===== src/rtl/mem_channel_arbiter.sv =====
// Multi-channel memory arbiter: NUM_CONSUMERS requesters share NUM_CHANNELS
// memory ports. Each channel runs a request/ack/relay/release handshake, and
// idle channels pick new owners round-robin starting from rr_ptr.
module mem_channel_arbiter #(
  parameter int ADDR_BITS     = 8,
  parameter int DATA_BITS     = 8,
  parameter int NUM_CONSUMERS = 4,
  parameter int NUM_CHANNELS  = 2,
  parameter int WRITE_ENABLE  = 1
) (
  input  logic                               clk,
  input  logic                               reset,
  input  logic [NUM_CONSUMERS-1:0]           consumer_read_valid,
  input  logic [NUM_CONSUMERS*ADDR_BITS-1:0] consumer_read_address,
  output logic [NUM_CONSUMERS-1:0]           consumer_read_ready,
  output logic [NUM_CONSUMERS*DATA_BITS-1:0] consumer_read_data,
  input  logic [NUM_CONSUMERS-1:0]           consumer_write_valid,
  input  logic [NUM_CONSUMERS*ADDR_BITS-1:0] consumer_write_address,
  input  logic [NUM_CONSUMERS*DATA_BITS-1:0] consumer_write_data,
  output logic [NUM_CONSUMERS-1:0]           consumer_write_ready,
  output logic [NUM_CHANNELS-1:0]            mem_read_valid,
  output logic [NUM_CHANNELS*ADDR_BITS-1:0]  mem_read_address,
  input  logic [NUM_CHANNELS-1:0]            mem_read_ready,
  input  logic [NUM_CHANNELS*DATA_BITS-1:0]  mem_read_data,
  output logic [NUM_CHANNELS-1:0]            mem_write_valid,
  output logic [NUM_CHANNELS*ADDR_BITS-1:0]  mem_write_address,
  output logic [NUM_CHANNELS*DATA_BITS-1:0]  mem_write_data,
  input  logic [NUM_CHANNELS-1:0]            mem_write_ready
);

  localparam int CONSUMER_BITS = (NUM_CONSUMERS > 1) ? $clog2(NUM_CONSUMERS) : 1;
  localparam int IDX_W         = CONSUMER_BITS + 1;

  typedef enum logic [2:0] {
    S_IDLE,
    S_RD_WAIT,
    S_WR_WAIT,
    S_RELAY,
    S_RELEASE
  } state_t;

  state_t                   state_q   [NUM_CHANNELS];
  state_t                   state_d   [NUM_CHANNELS];
  logic [CONSUMER_BITS-1:0] owner_q   [NUM_CHANNELS];
  logic [NUM_CHANNELS-1:0]  op_read_q;
  logic [ADDR_BITS-1:0]     addr_q    [NUM_CHANNELS];
  logic [DATA_BITS-1:0]     wdata_q   [NUM_CHANNELS];
  logic [DATA_BITS-1:0]     rdata_q   [NUM_CONSUMERS];
  logic [CONSUMER_BITS-1:0] rr_ptr_q;

  logic [NUM_CONSUMERS-1:0] wr_req;
  logic [NUM_CONSUMERS-1:0] owned;
  logic [NUM_CONSUMERS-1:0] taken;
  logic [NUM_CHANNELS-1:0]  grant_en;
  logic [NUM_CHANNELS-1:0]  grant_rd;
  logic [CONSUMER_BITS-1:0] grant_idx [NUM_CHANNELS];
  logic                     any_grant;
  logic                     found;
  logic [IDX_W-1:0]         cand;
  logic [CONSUMER_BITS-1:0] last_grant;
  logic [IDX_W-1:0]         rr_sum;
  logic [CONSUMER_BITS-1:0] rr_next;

  // Write requests are masked off entirely on read-only instances.
  assign wr_req = (WRITE_ENABLE != 0) ? consumer_write_valid : '0;

  // Consumers currently held by any non-idle channel.
  always_comb begin
    owned = '0;
    for (int unsigned ch = 0; ch < NUM_CHANNELS; ch++) begin
      if (state_q[ch] != S_IDLE) owned[owner_q[ch]] = 1'b1;
    end
  end

  // Idle channels in index order each claim the first eligible consumer from rr_ptr upward.
  always_comb begin
    taken      = owned;
    grant_en   = '0;
    grant_rd   = '0;
    grant_idx  = '{default: '0};
    any_grant  = 1'b0;
    found      = 1'b0;
    cand       = '0;
    last_grant = '0;
    for (int unsigned ch = 0; ch < NUM_CHANNELS; ch++) begin
      found = 1'b0;
      if (state_q[ch] == S_IDLE) begin
        for (int unsigned k = 0; k < NUM_CONSUMERS; k++) begin
          cand = IDX_W'(rr_ptr_q) + IDX_W'(k);
          if (cand >= IDX_W'(NUM_CONSUMERS)) cand = cand - IDX_W'(NUM_CONSUMERS);
          if (!found && !taken[cand[CONSUMER_BITS-1:0]] &&
              (consumer_read_valid[cand[CONSUMER_BITS-1:0]] || wr_req[cand[CONSUMER_BITS-1:0]])) begin
            found         = 1'b1;
            grant_en[ch]  = 1'b1;
            grant_idx[ch] = cand[CONSUMER_BITS-1:0];
            grant_rd[ch]  = consumer_read_valid[cand[CONSUMER_BITS-1:0]];
            taken[cand[CONSUMER_BITS-1:0]] = 1'b1;
            any_grant     = 1'b1;
            last_grant    = cand[CONSUMER_BITS-1:0];
          end
        end
      end
    end
  end

  // Pointer advances to one past the highest-channel grant of this cycle.
  always_comb begin
    rr_sum = IDX_W'(last_grant) + IDX_W'(1);
    if (rr_sum >= IDX_W'(NUM_CONSUMERS)) rr_sum = rr_sum - IDX_W'(NUM_CONSUMERS);
    rr_next = rr_sum[CONSUMER_BITS-1:0];
  end

  // Per-channel handshake next-state.
  always_comb begin
    for (int unsigned ch = 0; ch < NUM_CHANNELS; ch++) begin
      state_d[ch] = state_q[ch];
      case (state_q[ch])
        S_IDLE:    if (grant_en[ch]) state_d[ch] = grant_rd[ch] ? S_RD_WAIT : S_WR_WAIT;
        S_RD_WAIT: if (mem_read_ready[ch]) state_d[ch] = S_RELAY;
        S_WR_WAIT: if (mem_write_ready[ch]) state_d[ch] = S_RELAY;
        S_RELAY:   state_d[ch] = S_RELEASE;
        S_RELEASE: begin
          if (op_read_q[ch] ? !consumer_read_valid[owner_q[ch]] : !wr_req[owner_q[ch]])
            state_d[ch] = S_IDLE;
        end
        default:   state_d[ch] = S_IDLE;
      endcase
    end
  end

  // Channel state register.
  always_ff @(posedge clk or negedge reset) begin
    if (!reset) begin
      for (int unsigned ch = 0; ch < NUM_CHANNELS; ch++) state_q[ch] <= S_IDLE;
    end else begin
      for (int unsigned ch = 0; ch < NUM_CHANNELS; ch++) state_q[ch] <= state_d[ch];
    end
  end

  // Latch owner, direction, address and write data at grant time.
  always_ff @(posedge clk or negedge reset) begin
    if (!reset) begin
      op_read_q <= '0;
      for (int unsigned ch = 0; ch < NUM_CHANNELS; ch++) begin
        owner_q[ch] <= '0;
        addr_q[ch]  <= '0;
        wdata_q[ch] <= '0;
      end
    end else begin
      for (int unsigned ch = 0; ch < NUM_CHANNELS; ch++) begin
        if (grant_en[ch]) begin
          owner_q[ch]   <= grant_idx[ch];
          op_read_q[ch] <= grant_rd[ch];
          addr_q[ch]    <= grant_rd[ch]
                         ? consumer_read_address[grant_idx[ch]*ADDR_BITS +: ADDR_BITS]
                         : consumer_write_address[grant_idx[ch]*ADDR_BITS +: ADDR_BITS];
          wdata_q[ch]   <= consumer_write_data[grant_idx[ch]*DATA_BITS +: DATA_BITS];
        end
      end
    end
  end

  // Round-robin pointer register.
  always_ff @(posedge clk or negedge reset) begin
    if (!reset)         rr_ptr_q <= '0;
    else if (any_grant) rr_ptr_q <= rr_next;
  end

  // Per-consumer read data, captured on memory ack and held until the next read.
  always_ff @(posedge clk or negedge reset) begin
    if (!reset) begin
      for (int unsigned c = 0; c < NUM_CONSUMERS; c++) rdata_q[c] <= '0;
    end else begin
      for (int unsigned ch = 0; ch < NUM_CHANNELS; ch++) begin
        if (state_q[ch] == S_RD_WAIT && mem_read_ready[ch])
          rdata_q[owner_q[ch]] <= mem_read_data[ch*DATA_BITS +: DATA_BITS];
      end
    end
  end

  // Memory-side requests and consumer-side ready pulses decoded from channel state.
  always_comb begin
    mem_read_valid       = '0;
    mem_read_address     = '0;
    mem_write_valid      = '0;
    mem_write_address    = '0;
    mem_write_data       = '0;
    consumer_read_ready  = '0;
    consumer_write_ready = '0;
    consumer_read_data   = '0;
    for (int unsigned ch = 0; ch < NUM_CHANNELS; ch++) begin
      mem_read_valid[ch] = (state_q[ch] == S_RD_WAIT);
      mem_read_address[ch*ADDR_BITS +: ADDR_BITS] = addr_q[ch];
      if (WRITE_ENABLE != 0) begin
        mem_write_valid[ch] = (state_q[ch] == S_WR_WAIT);
        mem_write_address[ch*ADDR_BITS +: ADDR_BITS] = addr_q[ch];
        mem_write_data[ch*DATA_BITS +: DATA_BITS]    = wdata_q[ch];
      end
      if (state_q[ch] == S_RELAY) begin
        if (op_read_q[ch])          consumer_read_ready[owner_q[ch]]  = 1'b1;
        else if (WRITE_ENABLE != 0) consumer_write_ready[owner_q[ch]] = 1'b1;
      end
    end
    for (int unsigned c = 0; c < NUM_CONSUMERS; c++)
      consumer_read_data[c*DATA_BITS +: DATA_BITS] = rdata_q[c];
  end

endmodule


===== config.mk =====
export PLATFORM = sky130hd
export DESIGN_NAME = mem_channel_arbiter
export DESIGN_NICKNAME = d
export VERILOG_FILES = /design/src/rtl/mem_channel_arbiter.sv
export SDC_FILE = /design/constraint.sdc
export NUM_CORES = 1
export LEC_CHECK = 0
export BUFFER_PORTS_ARGS = -buffer_cell sky130_fd_sc_hd__buf_2
export CORE_ASPECT_RATIO = 0.8
export CORE_UTILIZATION = 49
export CTS_BUF_LIST = sky130_fd_sc_hd__clkbuf_8
export DETAILED_ROUTE_END_ITERATION = 10
export GPL_TIMING_DRIVEN = 1
export PLACE_DENSITY = 0.79
export SYNTH_ARGS = -nofsm -noshare
export SYNTH_HDL_FRONTEND = slang
export SYNTH_SLANG_ARGS = --single-unit

===== constraint.sdc =====
create_clock -name clk -period 5.65 [get_ports clk]
set_clock_uncertainty 0.1 [all_clocks]
set_input_delay 0.565 -clock clk [delete_from_list [all_inputs] [get_ports clk]]
set_output_delay 0.565 -clock clk [all_outputs]
set_load 0.005 [all_outputs]

==> results of run 1 <==
==> registers in the layout (all words and copies together) (netlist names) <==
| name | cells |
|---|---|
| state_q | 6 |
| rr_ptr_q | 2 |
| mem_read_address | 16 |
| mem_write_data | 16 |
| op_read_q | 2 |
| owner_q | 4 |
| consumer_read_data | 32 |
==> per-stage QoR <==
| stage | hold WS, ps | util | setup WS [ps] | cells | cell area (um2) |
|---|---|---|---|---|---|
| after floorplan | 169 | - | -289 | 868 | 7340 |
| after global placement | 262 | 0.649 | -439 | 1344 | 9310 |
| after detailed placement | 263 | 0.649 | -480 | 1344 | 9310 |
| after CTS | 340 | 0.681 | -134 | 1377 | 9770 |
| after global routing | 355 | 0.694 | -380 | 1380 | 9950 |
| final | 347 | 0.694 | -251 | 1380 | 9950 |
==> routing by layer <==
layer  track usage  wire length (um)  up-vias
met1         0.463             11000     3915
met4         0.125               823        0
met3        0.0794              2700       78
met5             0                 0        -
met2         0.543             12100      500
li1              -                 -     3860
==> worst reg2reg max path, stage by stage (launching register included) <==
cell	delay [ps]
dfrtp_2	480
buf_6	260
and2_2	210
o221ai_2	140
buf_4	170
a41o_2	280
buf_4	150
nand4_1	130
nor3_1	70
a221o_1	440
and2_4	190
or3_4	360
o32a_4	230
a41oi_4	260
o31ai_2	100
a2111o_1	410
buf_6	140
o41a_1	430
a211o_4	380
buf_12	170
mux2i_1	200
o21ai_1	110
or3_1	370
==> repair_timing <==
action / in CTS / in global routing
setup endpoints to repair: 18 / 20
setup buffers: 15 / 2
hold endpoints to repair: 3 / 0
pin swaps: 10 / 8
cloned: 1 / 1
hold buffers: 1 / 0
gates resized for setup: 33 / 33
==> cell type report <==
cell class,count,share of cell area
Clock inverter,7,0.00905
Timing Repair Buffer,396,0.257
Inverter,10,0.00478
Multi-Input combinational cell,696,0.497
Clock buffer,9,0.0124
Tap cell,184,0.0231
Sequential cell,78,0.196
==> worst min-delay path by stage <==
stage	cells after the start	end	slack, ps	from
final	3	consumer_read_data[0]	350	mem_read_data[8]
after global routing	3	consumer_read_data[30]	360	mem_read_data[14]
after CTS	3	consumer_read_data[6]	340	mem_read_data[14]
after detailed placement	1	state_q[4]	260	reset
after global placement	1	state_q[3]	260	reset
after floorplan	0	consumer_read_data[0]	170	reset
==> cells in the mapped netlist, types with 4 or more instances <==
cell,n,share of area
a211oi_1,23,0.024
a311oi_1,11,0.013
or3_1,14,0.012
o221ai_1,4,0.0049
nand3_1,18,0.012
ha_1,4,0.0069
mux2_2,4,0.0062
inv_1,10,0.0052
o211ai_1,5,0.0052
clkbuf_8,7,0.013
mux2i_1,81,0.11
nor3_1,14,0.0097
o22ai_1,20,0.017
a21oi_1,39,0.027
nand2_1,162,0.084
nand4_1,4,0.0035
nor3b_1,4,0.0042
nand2b_1,9,0.0078
dfrtp_1,78,0.27
clkbuf_1,38,0.020
buf_6,7,0.011
o21ai_0,72,0.050
buf_2,10,0.0069
mux4_2,8,0.025
buf_4,19,0.020
and3_1,5,0.0043
and2_1,16,0.014
a2bb2oi_1,5,0.0061
a31oi_1,11,0.0095
nor2_1,54,0.028
==> cell families (layout without fill, tap and decap cells) <==
group	after synthesis	count (layout)
AO/OA/AOI/OAI	258	258
adder cells (fa/ha/maj)	4	4
buffers and inverters	94	422
flip-flops	78	78
multiplexers	96	96
AND/OR/NAND/NOR	338	338
==> impl_metrics.yaml, run 1 <==
status:
  status: "complete, but fails checks"
  failing_checks: "setup timing"
final_layout:
  regArea_um2: 1950
  finish.net_count: 1321
  layout.cells.most_common: "buf_2"
  most-common-layout-cells: "216 x buf_2, 165 x buf_4, 160 x nand2_1"
  drive_above_1_share: 0.434
  antennaDiodeCount: 0
  fillers: 1165
  layout-area-overhead-vs-synth_pct: 37.9
  multi_input_comb_area_um2: 4950
setup_path:
  critical_setup_path_class: "reg2reg"
  critical_path_arrival_ps: 6060
  last_element_of_the_critical_path: "mem_read_address[8]"
  r2r_path_start: "rr_ptr_q[0]"
  critical_path.startpoint: "rr_ptr_q[0]"
  crit_path_end_kind: "flop"
  worst_path_cell_with_the_longest_stage_delay: "dfrtp_2"
  startpoint_type: "flop"
  worst-path-max-fanout: 21
  worst_ep_required_time_ps: 5810
  worst_path_largest_cell_delay_ps: 480
  critical_path_buf_inv_count: 5
  cell_by_cell_listing_of_the_critical_path: "buf_6 -> and2_2 -> o221ai_2 -> buf_4 -> a41o_2 -> buf_4 -> nand4_1 -> nor3_1 -> a221o_1 -> and2_4 -> or3_4 -> o32a_4 -> a41oi_4 -> o31ai_2 -> a2111o_1 -> buf_6 -> o41a_1 -> a211o_4 -> buf_12 -> mux2i_1 -> o21ai_1 -> or3_1"
  timing.rr.end: "mem_read_address[8]"
  ff2ff_setup_slack_ps: -250
  r2r_worst_path_depth: 22
  path_delay_family: "compound AO/OA/AOI/OAI gates"
  timing.critical_path.depth: 22
die:
  num_io_pins: 218
  dieWidth_um: 138
  start_util: 0.503
  die-height_um: 111
  die-area_um2: 15200
  row_cnt: 39
  coreArea_um2: 14300
detailed_routing:
  remaining_drc_errors: 0
  detail_route.wirelength_um: 26600
  detailedRoute.firstIterationViolations: 745
  antenna_left: 0
  wl_per_cell_um: 19.3
  drt_first_pass_iters: 5
  drt-vias-per-instance: 6.05
  vias: 8353
logic_synthesis:
  synth-edff-count: 0
  postSynthNetCount: 998
  synth_compound_gate_area_share: 0.261
  synth_seq_cells: 78
  synth.cell_area_um2: 7220
  yosysSeqAreaShare: 0.270
  synth_xor_xnor_area_share: 0
  synth_top_flop_cell: "dfrtp_1"
  yosys.area_share.simple: 0.228
  post_synth_inst_count: 868
  yosys_warnings: 0
  yosys.area_share.adder: 0.00693
  synth_mux_area_frac: 0.153
  syn-mean-instance-area_um2: 8.32
  synth.distinct_cells: 103
  synth_top_family_by_area: "compound AO/OA/AOI/OAI gates"
  synthArstFlopShare: 1.00
clock_network:
  tritoncts.num_buffers: 9
  clkSlewWorstSetupHoldPaths_ps: 100
  clk_path_buf_depth: 2
  insertion_delay_ps: 370
  cts_tree: "built"
  cts-root-buf: "clkbuf_8"
  cts_htree_levels: 3
  clkSinkCount: 78
timing:
  timing.final.hold_violations: 0
  layout_min_cycle_time_ps: 5900
  tns_ps: -2370
  max-slew-margin-rel: 0.357
  rsz0062_at_grt: "yes"
  achievable-frequency_ghz: 0.169
  drv_slew: 0
  setup-violations-final: 16
  timing.final.ws_setup_ps: -251
  tightest_slew_ps: 961
  timing.final.crit_share: 1.04
run:
  cap_viol_max_count: 0
global_route:
  grt_first_pass_wirelength_um: 41200
  antenna_violations_before_repair: 0
  global_route.overflow_total: 0
  pin_count_of_the_biggest_net_entering_global_routing: 76
  vias_in_the_first_global_route: 7923
  gr-usage-all-layers: 0.347
placed_design:
  hpwl_um: 20100
  portBuffers: 217
  place.gp.congestion: 1.06
min_path:
  worstHoldPathType: "in2reg"
Power of run 1 is left out: the tool's default activity adds up to more than one toggle a clock period on the data nets, which glitch-free logic cannot reach.
==> run 2: changes to the inputs <==
- SKIP_LAST_GASP: default -> 1
==> impl_metrics.yaml, run 2 (synthesis gave the netlist of run 1 again) <==
status:
  status: "complete, but fails checks"
  failing_checks: "setup timing"
global_route:
  antenna_violations_before_repair: 0
  gr-usage-all-layers: 0.347
  global_route.overflow_total: 0
  pin_count_of_the_biggest_net_entering_global_routing: 76
  grt_first_pass_wirelength_um: 41200
  vias_in_the_first_global_route: 7924
run:
  cap_viol_max_count: 0
timing:
  max-slew-margin-rel: 0.357
  timing.final.ws_setup_ps: -288
  tns_ps: -2920
  tightest_slew_ps: 965
  timing.final.hold_violations: 0
  setup-violations-final: 16
  drv_slew: 0
  rsz0062_at_grt: "yes"
  achievable-frequency_ghz: 0.168
  timing.final.crit_share: 1.05
  layout_min_cycle_time_ps: 5940
setup_path:
  path_delay_family: "compound AO/OA/AOI/OAI gates"
  path_common_cell: "buf_4"
  startpoint_type: "flop"
  worst-path-max-fanout: 7
  cell_by_cell_listing_of_the_critical_path: "buf_4 -> nand2b_1 -> buf_4 -> o22ai_1 -> buf_4 -> o22a_1 -> nand4_1 -> buf_4 -> o32a_2 -> o21a_1 -> and3_4 -> o221a_1 -> or2_4 -> buf_6 -> o311ai_4 -> a311oi_2 -> buf_4 -> o41a_1 -> a211o_4 -> buf_12 -> mux2i_1 -> o21ai_0 -> or3_1"
  critical_path_buf_inv_count: 7
  critical_path_arrival_ps: 6090
  worst_path_largest_cell_delay_ps: 420
  worst_ep_required_time_ps: 5810
  worst_path_cell_with_the_longest_stage_delay: "dfrtp_1"
  critical_setup_path_class: "reg2reg"
  crit_path_end_kind: "flop"
die:
  start_util: 0.503
  row_cnt: 39
  coreArea_um2: 14300
  die-height_um: 111
  dieWidth_um: 138
  die-area_um2: 15200
  num_io_pins: 218
detailed_routing:
  drt_first_pass_iters: 5
  detailedRoute.firstIterationViolations: 763
  antenna_left: 0
  detail_route.wirelength_um: 27000
  vias: 8435
  drt-vias-per-instance: 6.09
  wl_per_cell_um: 19.5
  remaining_drc_errors: 0
final_layout:
  layout-area-overhead-vs-synth_pct: 39.2
  fillers: 1151
  regArea_um2: 1950
  antennaDiodeCount: 0
  layout.cells.most_common: "buf_2"
  most-common-layout-cells: "216 x buf_2, 167 x buf_4, 161 x nand2_1"
  drive_above_1_share: 0.438
  area_of_all_placed_cells_without_fillers_um2: 10000
  stdcell_count: 1385
  largest_register_ffs: 32
  multi_input_comb_area_um2: 4970
  finish.net_count: 1326
placed_design:
  postPlaceCellArea_um2: 9310
  portBuffers: 217
  hpwl_um: 20100
  place.gp.congestion: 1.06
  dp_cells: 1344
clock_network:
  clkSinkCount: 78
  clkSlewWorstSetupHoldPaths_ps: 100
  tritoncts.num_buffers: 9
  insertion_delay_ps: 380
  cts_tree: "built"
  clk_path_buf_depth: 2
  cts-root-buf: "clkbuf_8"
  cts_htree_levels: 3
min_path:
  worstHoldPathType: "in2reg"
run 2: metal layers:
metal | track usage | part of all wire
met1 | 0.464 | 0.40
met2 | 0.543 | 0.46
met3 | 0.0790 | 0.11
met4 | 0.124 | 0.027
met5 | 0 | 0
run 2: worst reg2reg max path, stage by stage (launching register included):
cell	delay, ps
dfrtp_1	420
buf_4	150
nand2b_1	180
buf_4	170
o22ai_1	370
buf_4	230
o22a_1	170
nand4_1	170
buf_4	200
o32a_2	420
o21a_1	220
and3_4	170
o221a_1	280
or2_4	290
buf_6	140
o311ai_4	240
a311oi_2	150
buf_4	170
o41a_1	340
a211o_4	410
buf_12	170
mux2i_1	180
o21ai_0	130
or3_1	380
run 2: area by class of cell:
cell class	instances	area share
clock inverters	7	0.00897
inverters	10	0.00498
repair buffers	401	0.262
flip-flops and latches	78	0.194
well taps	184	0.0229
multi-input cells	696	0.495
clock buffers	9	0.0123
run 2: timing repair:
| item | in CTS | in global routing |
|---|---|---|
| endpoints found under the setup margin | 18 | 20 |
| resized for setup | 30 | 41 |
| gates cloned | 1 | 3 |
| pin swaps | 10 | 11 |
| hold buffers | 1 | 0 |
| buffers inserted | 15 | 5 |
| endpoints found under the hold margin | 3 | 0 |
run 2: metrics by stage:
stage / hold slack (ps) / util / setup slack [ps]
after floorplan: 169 / - / -289
after global placement: 262 / 0.649 / -439
after detailed placement: 263 / 0.649 / -480
after CTS: 340 / 0.681 / -134
after global routing: 343 / 0.700 / -388
final: 346 / 0.700 / -288
run 2: worst paths after layout:
check | startpoint | slack [ps] | cells past startpoint | end
max | owner_q[0] | -290 | 23 | mem_read_address[8]
min | mem_read_data[9] | 350 | 3 | consumer_read_data[25]
max reg2reg | owner_q[0] | -290 | 23 | mem_read_address[8]
min reg2reg | mem_write_data[5] | 390 | 2 | mem_write_data[5]
max in group asynchronous | reset | 3850 | 3 | rr_ptr_q[0]
min in group asynchronous | reset | 400 | 2 | state_q[4]
Power of run 2 is left out for the same reason.
==> run 3: changes to the inputs <==
- ABC_AREA: default -> 1
- CORE_UTILIZATION: 49 -> 54
- PLACE_DENSITY: 0.79 -> 0.82
- SLEW_MARGIN: default -> 20
- clock period: 5.65 -> 6.65 ns (I/O delays scaled with it)
==> impl_metrics.yaml, run 3 <==
status:
  status: "finished clean"
die:
  num_io_pins: 218
  coreArea_um2: 12900
  start_util: 0.556
  dieWidth_um: 131
  die-area_um2: 13800
  row_cnt: 37
  die-height_um: 105
final_layout:
  layout-area-overhead-vs-synth_pct: 17.4
  regArea_um2: 1950
  finish.net_count: 1424
  drive_above_1_share: 0.245
  largest_register_ffs: 32
  stdcell_count: 1474
  most-common-layout-cells: "273 x nand2_1, 216 x buf_2, 168 x inv_1"
  fillers: 1229
  multi_input_comb_area_um2: 4110
  antennaDiodeCount: 0
  layout.cells.most_common: "nand2_1"
  area_of_all_placed_cells_without_fillers_um2: 8430
logic_synthesis:
  syn-mean-instance-area_um2: 6.42
  synth.cell_area_um2: 7180
  largest_area_contributor_in_the_netlist: "dfrtp_1"
  synth_mux_area_frac: 0
  synth.distinct_cells: 44
  postSynthNetCount: 1249
  post_synth_main_area_contributors: "dfrtp_1 27%, nand2_1 14%, nand3_1 9.1%"
  yosysSeqAreaShare: 0.272
  synth_top_family_by_area: "simple AND/OR/NAND/NOR gates"
  synth_seq_cells: 78
  yosys.area_share.adder: 0.00697
  post-synth-top-count-cell: "nand2_1"
  yosys.area.top_type_share: 0.272
  netlist_top_cells_count: "274 x nand2_1, 167 x inv_1, 130 x nand3_1"
  synth_top_flop_cell: "dfrtp_1"
  yosys.area_share.simple: 0.356
  synth-edff-count: 0
  post_synth_inst_count: 1119
  synth_compound_gate_area_share: 0.209
  yosys_warnings: 0
  synth_xor_xnor_area_share: 0
  synthArstFlopShare: 1.00
detailed_routing:
  antenna_left: 0
  wl_per_cell_um: 15.7
  detailedRoute.firstIterationViolations: 755
  drt_first_pass_iters: 6
  remaining_drc_errors: 0
  drt-vias-per-instance: 5.69
  vias: 8389
  detail_route.wirelength_um: 23100
setup_path:
  worst_ep_required_time_ps: 6860
  worst_path_largest_cell_delay_ps: 660
  startpoint_type: "flop"
  critical_path_arrival_ps: 6180
  worst-path-max-fanout: 33
  worst_path_cell_with_the_longest_stage_delay: "ha_1"
  crit_path_end_kind: "flop"
  critical_setup_path_class: "reg2reg"
  path_common_cell: "nand2_1"
clock_network:
  cts_setup_buffers: 0
  clk_path_buf_depth: 2
  cts_hold_buffers: 0
  cts_htree_levels: 3
  clkSinkCount: 78
  post_cts.resized_instances: 0
  tritoncts.num_buffers: 9
  insertion_delay_ps: 360
  clkSlewWorstSetupHoldPaths_ps: 90
  cts-root-buf: "clkbuf_8"
  cts_tree: "built"
run:
  cap_viol_max_count: 0
global_route:
  antenna_violations_before_repair: 0
  grt_first_pass_wirelength_um: 37200
  vias_in_the_first_global_route: 7346
  gr-usage-all-layers: 0.346
  pin_count_of_the_biggest_net_entering_global_routing: 79
  global_route.overflow_total: 0
placed_design:
  dp_slack_ps: 842
  dp_cells: 1458
  portBuffers: 217
  place.gp.congestion: 0.937
  hpwl_um: 17100
  postPlaceCellArea_um2: 8200
timing:
  timing.final.ws_setup_ps: 681
  drv_slew: 0
  tns_ps: 0
  timing.final.hold_violations: 0
  max-slew-margin-rel: 0.445
  layout_min_cycle_time_ps: 5970
  achievable-frequency_ghz: 0.168
  tightest_slew_ps: 829
  timing.final.crit_share: 0.898
  rsz0062_at_grt: "no"
  setup-violations-final: 0
min_path:
  worstHoldPathType: "in2async"
==> run 3: changes by cell type in the layout (fill, tap and decap cells not counted), sizes merged, moves of 19 or more <==
cell | previous run | this run
o21ai | 75 | 96
inv | 13 | 184
a211oi | 23 | 1
buf | 398 | 235
nand2 | 162 | 285
o211ai | 5 | 47
a31oi | 11 | 33
mux2i | 81 | 0
and2 | 20 | 0
nand3 | 18 | 158
o22ai | 22 | 3
==> run 3: per-stage QoR <==
stage | utilization | hold WS (ps)
after floorplan | - | 269
after global placement | 0.635 | 370
after detailed placement | 0.635 | 367
after CTS | 0.652 | 389
after global routing | 0.652 | 279
final | 0.652 | 205
==> run 3: final cells by class <==
cell class | instances | share of cell area
clock inverter | 7 | 0.0116
inverter | 184 | 0.0826
multi-input combinational | 786 | 0.488
sequential | 78 | 0.232
timing repair buffer | 235 | 0.146
clock buffer | 9 | 0.0147
tap | 175 | 0.0260
==> run 3: cell families (layout without fill, tap and decap cells) <==
family / count (synthesis) / in the layout
AND/OR/NAND/NOR: 531 / 531
adder cells (fa/ha/maj): 4 / 4
buffers and inverters: 255 / 435
AO/OA/AOI/OAI: 251 / 251
flip-flops: 78 / 78
==> run 3: worst max-delay path: cells and delay by family, from the launching register on <==
kind                     cells  cell delay [ps]
AND/OR/NAND/NOR             27             3570
flip-flops                   1              490
buffers and inverters        3              420
adder cells (fa/ha/maj)      1              660
AO/OA/AOI/OAI                3              630
==> run 3: layer usage <==
metal	part of all wire	up-vias	global-route usage
li1	-	4067	-
met1	0.43	3771	0.494
met2	0.44	514	0.528
met3	0.11	37	0.0696
met4	0.016	0	0.0887
met5	0	-	0
==> run 3: path summary, 6_finish.rpt <==
path                                    start              endpoint  slack [ps]  cells after the start
max                               rr_ptr_q[0]  mem_read_address[11]         680                     34
min                                     reset            state_q[4]         210                      1
max reg2reg                       rr_ptr_q[0]  mem_read_address[11]         680                     34
min reg2reg                mem_write_data[13]    mem_write_data[13]         390                      2
max in group asynchronous               reset    mem_write_data[14]        5710                      1
min in group clk           mem_write_data[13]    mem_write_data[13]         390                      2
Power of run 3 is left out for the same reason.
